## src/rtl/mips_instr_encoder.sv

```systemverilog
// Packs instruction requests into 32-bit MIPS words and streams them into the
// instruction-memory load port; the li pseudo-op expands into lui+ori.
module mips_instr_encoder #(
    parameter int unsigned ADDR_W    = 10,
    parameter logic [31:0] BASE_ADDR = 32'h0000_3000
) (
    input  logic              clk,
    input  logic              reset,
    input  logic              restart,
    input  logic              in_valid,
    output logic              in_ready,
    input  logic [3:0]        in_kind,
    input  logic [4:0]        in_rs,
    input  logic [4:0]        in_rt,
    input  logic [4:0]        in_rd,
    input  logic [31:0]       in_imm,
    output logic              im_we,
    output logic [31:0]       im_addr,
    output logic [31:0]       im_wdata,
    output logic [ADDR_W:0]   count,
    output logic              full,
    output logic              err
);

    localparam logic [0:0] ST_IDLE  = 1'b0;
    localparam logic [0:0] ST_EMIT2 = 1'b1;

    localparam logic [3:0] K_ADDU = 4'd0;
    localparam logic [3:0] K_SUBU = 4'd1;
    localparam logic [3:0] K_OR   = 4'd2;
    localparam logic [3:0] K_ORI  = 4'd3;
    localparam logic [3:0] K_LUI  = 4'd4;
    localparam logic [3:0] K_LW   = 4'd5;
    localparam logic [3:0] K_SW   = 4'd6;
    localparam logic [3:0] K_SB   = 4'd7;
    localparam logic [3:0] K_BEQ  = 4'd8;
    localparam logic [3:0] K_J    = 4'd9;
    localparam logic [3:0] K_JAL  = 4'd10;
    localparam logic [3:0] K_JR   = 4'd11;
    localparam logic [3:0] K_NOP  = 4'd12;
    localparam logic [3:0] K_LI   = 4'd13;

    localparam logic [5:0] OP_ORI = 6'h0D;
    localparam logic [5:0] OP_LUI = 6'h0F;

    localparam logic [ADDR_W:0] DEPTH = {1'b1, {ADDR_W{1'b0}}};
    localparam logic [ADDR_W:0] ONE   = {{ADDR_W{1'b0}}, 1'b1};
    localparam logic [ADDR_W:0] LAST  = DEPTH - ONE;

    logic [0:0]      state_q, state_d;
    logic            im_we_q, im_we_d;
    logic [31:0]     im_addr_q, im_addr_d;
    logic [31:0]     im_wdata_q, im_wdata_d;
    logic [ADDR_W:0] count_q, count_d;
    logic            full_q, full_d;
    logic            err_q, err_d;
    logic [4:0]      li_rt_q, li_rt_d;
    logic [15:0]     li_lo_q, li_lo_d;

    logic            accept;
    logic            legal;
    logic [31:0]     word;
    logic [31:0]     wr_addr;
    logic [ADDR_W:0] count_inc;

    function automatic logic [31:0] r_type(input logic [4:0] rs, input logic [4:0] rt,
                                           input logic [4:0] rd, input logic [5:0] funct);
        return {6'h00, rs, rt, rd, 5'h00, funct};
    endfunction

    function automatic logic [31:0] i_type(input logic [5:0] op, input logic [4:0] rs,
                                           input logic [4:0] rt, input logic [15:0] imm16);
        return {op, rs, rt, imm16};
    endfunction

    always_comb begin
        legal = 1'b1;
        word  = 32'h0;
        case (in_kind)
            K_ADDU:  word = r_type(in_rs, in_rt, in_rd, 6'h21);
            K_SUBU:  word = r_type(in_rs, in_rt, in_rd, 6'h23);
            K_OR:    word = r_type(in_rs, in_rt, in_rd, 6'h25);
            K_ORI:   word = i_type(OP_ORI, in_rs, in_rt, in_imm[15:0]);
            K_LUI:   word = i_type(OP_LUI, 5'h00, in_rt, in_imm[15:0]);
            K_LW:    word = i_type(6'h23, in_rs, in_rt, in_imm[15:0]);
            K_SW:    word = i_type(6'h2B, in_rs, in_rt, in_imm[15:0]);
            K_SB:    word = i_type(6'h28, in_rs, in_rt, in_imm[15:0]);
            K_BEQ:   word = i_type(6'h04, in_rs, in_rt, in_imm[15:0]);
            K_J:     word = {6'h02, in_imm[27:2]};
            K_JAL:   word = {6'h03, in_imm[27:2]};
            K_JR:    word = {6'h00, in_rs, 15'h0000, 6'h08};
            K_NOP:   word = 32'h0;
            // First half of li; the ori half is produced from li_*_q in EMIT2.
            K_LI:    word = i_type(OP_LUI, 5'h00, in_rt, in_imm[31:16]);
            default: legal = 1'b0;
        endcase
    end

    assign in_ready  = (state_q == ST_IDLE) & ~full_q & ~restart;
    assign accept    = in_valid & in_ready;
    assign wr_addr   = BASE_ADDR + 32'({count_q, 2'b00});
    assign count_inc = count_q + ONE;

    always_comb begin
        state_d    = state_q;
        im_we_d    = 1'b0;
        im_addr_d  = im_addr_q;
        im_wdata_d = im_wdata_q;
        count_d    = count_q;
        full_d     = full_q;
        err_d      = 1'b0;
        li_rt_d    = li_rt_q;
        li_lo_d    = li_lo_q;

        if (restart) begin
            state_d   = ST_IDLE;
            im_addr_d = BASE_ADDR;
            count_d   = '0;
            full_d    = 1'b0;
        end else if (state_q == ST_EMIT2) begin
            state_d    = ST_IDLE;
            im_we_d    = 1'b1;
            im_addr_d  = wr_addr;
            im_wdata_d = i_type(OP_ORI, li_rt_q, li_rt_q, li_lo_q);
            count_d    = count_inc;
            full_d     = (count_inc == DEPTH);
        end else if (accept) begin
            // li is atomic: with only one slot left neither half is written.
            if (!legal || (in_kind == K_LI && count_q == LAST)) begin
                err_d = 1'b1;
            end else begin
                im_we_d    = 1'b1;
                im_addr_d  = wr_addr;
                im_wdata_d = word;
                count_d    = count_inc;
                full_d     = (count_inc == DEPTH);
                if (in_kind == K_LI) begin
                    state_d = ST_EMIT2;
                    li_rt_d = in_rt;
                    li_lo_d = in_imm[15:0];
                end
            end
        end
    end

    always_ff @(posedge clk or posedge reset) begin
        if (reset) begin
            state_q    <= ST_IDLE;
            im_we_q    <= 1'b0;
            im_addr_q  <= BASE_ADDR;
            im_wdata_q <= 32'h0;
            count_q    <= '0;
            full_q     <= 1'b0;
            err_q      <= 1'b0;
            li_rt_q    <= 5'h00;
            li_lo_q    <= 16'h0000;
        end else begin
            state_q    <= state_d;
            im_we_q    <= im_we_d;
            im_addr_q  <= im_addr_d;
            im_wdata_q <= im_wdata_d;
            count_q    <= count_d;
            full_q     <= full_d;
            err_q      <= err_d;
            li_rt_q    <= li_rt_d;
            li_lo_q    <= li_lo_d;
        end
    end

    assign im_we    = im_we_q;
    assign im_addr  = im_addr_q;
    assign im_wdata = im_wdata_q;
    assign count    = count_q;
    assign full     = full_q;
    assign err      = err_q;

endmodule
```

## config.mk

```make
export PLATFORM = sky130hd
export DESIGN_NAME = mips_instr_encoder
export DESIGN_NICKNAME = d
export VERILOG_FILES = /design/src/rtl/mips_instr_encoder.sv
export SDC_FILE = /design/constraint.sdc
export NUM_CORES = 1
export LEC_CHECK = 0
export CAP_MARGIN = 20
export CORE_ASPECT_RATIO = 0.6
export CORE_MARGIN = 4
export CORE_UTILIZATION = 44
export CTS_BUF_LIST = sky130_fd_sc_hd__clkbuf_16
export DETAILED_ROUTE_END_ITERATION = 6
export PLACE_DENSITY_LB_ADDON = 0.05
export SYNTH_ARGS = -nofsm -noshare
export SYNTH_HDL_FRONTEND = slang
export SYNTH_SLANG_ARGS = --single-unit
```

## constraint.sdc

```tcl
create_clock -name clk -period 2.9 [get_ports clk]
set_input_delay 0.725 -clock clk [delete_from_list [all_inputs] [get_ports clk]]
set_output_delay 0.725 -clock clk [all_outputs]
set_load 0.02 [all_outputs]
```

# --- Word-level counts from Yosys, hierarchy flattened ---
# Index checks and enable logic that the tools add are counted.
classes:
  addsub: 2
  n_bitwise: 7
  order_cmp: 0
  mul: 0
  reduce_logical: 10
  n_shift: 0
  muxes: 30
  div: 0
  n_eq_ne: 17
op_table:
  columns: ["cell", "count"]
  rows:
  - ["32-bit one-hot mux with 13 select lines", 1]
  - ["32-bit 2-to-1 mux", 7]
  - ["11-bit 2-to-1 mux", 4]
  - ["4-bit == test (second input constant)", 6]
  - ["1-bit 2-to-1 mux", 18]
  - ["4-bit by 3-bit == test with 1-bit output (second input constant)", 4]
  - ["14-bit by 13-bit adder with 15-bit output (first input constant)", 1]
  - ["14-bit OR reduction", 1]
  - ["11-bit by 1-bit adder with 11-bit output (second input constant)", 1]
  - ["11-bit by 10-bit == test with 1-bit output (second input constant)", 1]
  - ["11-bit == test (second input constant)", 1]
  - ["4-bit by 2-bit == test with 1-bit output (second input constant)", 2]
  - ["5-bit AND reduction", 1]
  - ["4-bit by 1-bit == test with 1-bit output (second input constant)", 1]
  - ["4-bit logical NOT", 1]
  - ["1-bit NOT", 4]
  - ["1-bit bitwise AND", 3]
  - ["3-bit != test (second input constant)", 1]
  - ["3-bit AND reduction", 1]
  - ["3-bit nonzero test", 1]
  - ["2-bit != test (second input constant)", 1]
  - ["2-bit AND reduction", 1]
  - ["2-bit nonzero test", 1]
  - ["1-bit logical AND", 1]
  - ["2 further kinds", 2]
word_totals:
  ram_bits: 0
  latchBits: 0
  ff_bits: 100
  mem_count: 0
  input_bits: 55
  mem_bits_ro: 0
  elab_cells: 75

# --- Logic depth before layout (Yosys ltp) ---
depth:
  depth_word: 9
  ltp_mapped: 9
  ltp_nobuf: 7

# --- Least setup slack after synthesis ---
# Ideal clock, no wire load.
synth_timing:
  kind: "input to register"
  start: "input restart"
  end: "register im_wdata_q[3] (netlist: im_wdata[3])"
  n_path_buf: 2
  setup_ns: 0.125
  cell_stages: 8
  setup_slack_ns: 0.319
  t_arrival_ns: 2.456
  path_cell_list: "or4b_1 -> a31oi_1 -> a21oi_2 -> or2_1 -> buf_4 -> inv_2 -> buf_6 -> mux2_4"
synth_between:
  elab_chain_cells: 5
synth_rtl:
  columns: ["element", "line", "source"]
  rows:
  - ["start, declared", "9", "input logic restart,"]
  - ["1-bit NOT (no line) (*)", null, null]
  - ["1-bit bitwise AND", "99", "assign in_ready = (state_q == ST_IDLE) & ~full_q & ~restart;"]
  - ["1-bit bitwise AND", "100", "assign accept = in_valid & in_ready;"]
  - ["2-bit nonzero test (no line)", null, null]
  - ["3-bit AND reduction (no line) (*)", null, null]
  - ["end signal, assigned", "161", "im_wdata_q <= im_wdata_d;"]
  - ["end, declared", "53", "logic [31:0] im_wdata_q, im_wdata_d;"]
# Mark *: on every way between the ends. The rest lies on a longest branch, timed or not.
# A chain may end at the register's enable or synchronous reset.

# --- Final worst setup path ---
layout_timing:
  start: "input restart"
  end: "register count_q[10] (netlist: count[10])"
layout_between:
  elab_chain_cells: 5
layout_rtl:
  columns: ["element", "line", "source"]
  rows:
  - ["1-bit NOT (no line)", null, null]
  - ["1-bit bitwise AND", "99", null]
  - ["1-bit bitwise AND", "100", null]
  - ["3-bit nonzero test (no line)", null, null]
  - ["2-bit AND reduction (no line)", null, null]
  - ["end signal, assigned", "162", "count_q <= count_d;"]
  - ["end, declared", "54", "logic [ADDR_W:0] count_q, count_d;"]
# Several ways; a longest one is shown, not always the timed one.

==> flow_metrics.env <==
export IMPL_grt_pass1_vias=4341
export IMPL_path_depth=7
export IMPL_via_per_inst=6.12
export IMPL_tightestPinTransition_ps=603
export IMPL_fin_nets=662
export IMPL_die_w_um=141
export IMPL_drt_iter0_drc=468
export IMPL_arrival_ps=2870
export IMPL_wl_per_cell_um=20.5
export IMPL_synth_area_sq_um=4640
export IMPL_outcome="finished clean"
export IMPL_cp_cell_sequence="clkdlybuf4s50_1 -> or4b_1 -> a31oi_1 -> a21oi_2 -> buf_4 -> or4_1 -> a21oi_1"
export IMPL_drc_errors=0
export IMPL_avgSynthCellArea_sq_um=9.57
export IMPL_timing_final_crit_share_pct=89.9
export IMPL_drive_gt1_share_pct=14.3
export IMPL_insertedDiodeCount=0
export IMPL_endpoint="count[10]"
export IMPL_async_flop_share_pct=100
export IMPL_ys_dominant_reg_cell="dfrtp_1"
export IMPL_crit_family="simple AND/OR/NAND/NOR gates"
export IMPL_stdcell_count=745
export IMPL_rr_endpoint="count[10]"
export IMPL_hold_path_class="flip-flop to flip-flop"
export IMPL_synth_cell_types=62
export IMPL_ys_top_cells_by_count="dfrtp_1 (78), o21ai_0 (59), a21oi_1 (31), clkbuf_1 (31), buf_4 (24)"
export IMPL_synth_area_leaders="dfrtp_1 (42%), o21ai_0 (6.4%), mux2_2 (5.1%), buf_4 (3.9%), a22o_1 (3.4%)"
export IMPL_total_power_mw=3.47
export IMPL_place_hpwl_mm=11.2
export IMPL_synth_cells=485
export IMPL_ys_seq_elements=79
export IMPL_placed_area_sq_um=6070
export IMPL_final_antenna_net_count=0
export IMPL_root_buffer="clkbuf_16"
export IMPL_finalClockSkew_ps=8.39
export IMPL_grt_max_degree=53
export IMPL_fill_cells=834
export IMPL_areaGrowthSynthToFinish_pct=37.8
export IMPL_final_area_sq_um=6400
export IMPL_synth_most_common_cell="dfrtp_1"
export IMPL_synth_top_area_cell="dfrtp_1"
export IMPL_worst_path_max_delay_cell="or4b_1"
export IMPL_critPathLaunch="restart"
export IMPL_htreeDepth=3
export IMPL_start_kind="primary input"
export IMPL_path_class="primary input to flip-flop"
export IMPL_overflow=0
export IMPL_drt_first_pass_iters=7
export IMPL_insertion_delay_ps=350
export IMPL_reg2reg_depth=6
export IMPL_synth_edf_count=0
export IMPL_yosys_warnings=0
export IMPL_crit_fanout=8
export IMPL_max_clock_path_buffers=2
export IMPL_cp_data_required_time_ps=3160
export IMPL_routabilityCongestion=0.887
export IMPL_path_clk_slew_ps=60
export IMPL_portBuffers=113
export IMPL_vdd_drop_max_mv=0.327
export IMPL_setup_violations=0
export IMPL_track_usage_pct=24.9
export IMPL_dp_cells=729
export IMPL_post_cts_setup_buffers=0
export IMPL_relSlewSlack_pct=59.8
export IMPL_yosysSeqAreaShare_pct=42.6
export IMPL_drv_slew=0
export IMPL_antenna_found_initial=0
export IMPL_cp_slowest_stage_delay_ps=570
export IMPL_cts_tree="built"
export IMPL_die_area_sq_um=12300
export IMPL_drt_wl_total_mm=15.3
export IMPL_regToRegSetupSlack_ps=650
export IMPL_initial_utilization_pct=46.2
export IMPL_cap_violations=0
export IMPL_cts_hold_buf=0
export IMPL_end_kind="flip-flop"
export IMPL_p_leak_nw=2.62
export IMPL_finalCriticalPeriod_ps=2610
export IMPL_synth_top_cell_area_share_pct=42.0
export IMPL_rsz0062_at_grt="no"
export IMPL_cts_buffers_inserted=9
export IMPL_max_freq_mhz=384
export IMPL_cts_sink_count=79
export IMPL_core_area_sq_um=10100
export IMPL_r2r_start="state_q"
export IMPL_cts_resized=0
export IMPL_io_pins=134
export IMPL_power_density_nw_per_um2=543
export IMPL_routed_via_count=4557
export IMPL_std_cell_rows=28
export IMPL_utilization_pct=63.6
export IMPL_grt_first_pass_wirelength_mm=23.9
export IMPL_die_y_um=87.6
export IMPL_hold_violations=0
export IMPL_worst_path_buf_inv=2
[report_power, final]
group | internal, mW | switching, mW
combinational | 0.421 | 0.433
sequential | 1.25 | 0.107
clock | 0.765 | 0.502
total | 2.43 | 1.04
[sequential cells by signal (all words and copies together), names as in the netlist, 5 cells and up]
name and cells:
count 11, im_addr 12, im_wdata 31, li_lo_q 16, li_rt_q 5
[cell usage in the layout (no fill, tap or decap), types with 18 or more instances in the layout]
cell type and count:
a22o_1 18, clkdlybuf4s50_1 112, mux2_2 21, buf_4 34, conb_1 20, dfrtp_1 78
nor2_1 19, a21oi_1 31, o21ai_0 59, nand2_1 19
[layer usage]
metal / track usage, % / vias to the layer above / part of all wire, %
met2: 37.1 / 232 / 43
met3: 5.62 / 14 / 9.2
met4: 4.40 / 0 / 0.79
li1: - / 2045 / -
met5: 0 / - / 0
met1: 37.6 / 2266 / 47
[cell type report]
cell class                      count  area, sq um  share of cell area (%)
Multi-Input combinational cell    351         2360                    36.8
Sequential cell                    79         1980                    30.9
Timing Repair Buffer              154         1530                    23.9
Clock buffer                        9          225                    3.52
Tap cell                          135          169                    2.64
Clock inverter                      7          103                    1.60
Inverter                           10         38.8                   0.606
[how the worst min path moves through the flow]
stage	start	endpoint	slack [ps]	cells past startpoint
final	im_addr[7]	im_addr[7]	500	1
after CTS	im_addr[14]	im_addr[14]	500	1
after global routing	im_addr[11]	im_addr[11]	510	1
after detailed placement	im_addr[14]	im_addr[14]	480	1
after floorplan	li_lo_q[11]	li_lo_q[11]	480	1
after global placement	im_addr[14]	im_addr[14]	480	1
[through the flow]
stage / hold WS [ps] / setup TNS (ps) / worst slack (ps)
after floorplan: 480 / 0 / 153
after global placement: 482 / 0 / 15.3
after detailed placement: 481 / -257 / -42.0
after CTS: 503 / 0 / 28.8
after global routing: 510 / 0 / 126
final: 498 / 0 / 294
[logic make-up after synthesis]
group                    count (synthesis)  share of synthesized area [%]
other                                    1                         0.0808
adder cells (fa/ha/maj)                  3                          0.755
buffers and inverters                   74                           8.27
AO/OA/AOI/OAI                          200                           29.7
AND/OR/NAND/NOR                        103                           12.6
multiplexers                            23                           5.63
XOR/XNOR                                 2                          0.377
flip-flops                              79                           42.6
Note: power is estimated with default switching activity, not from simulation.
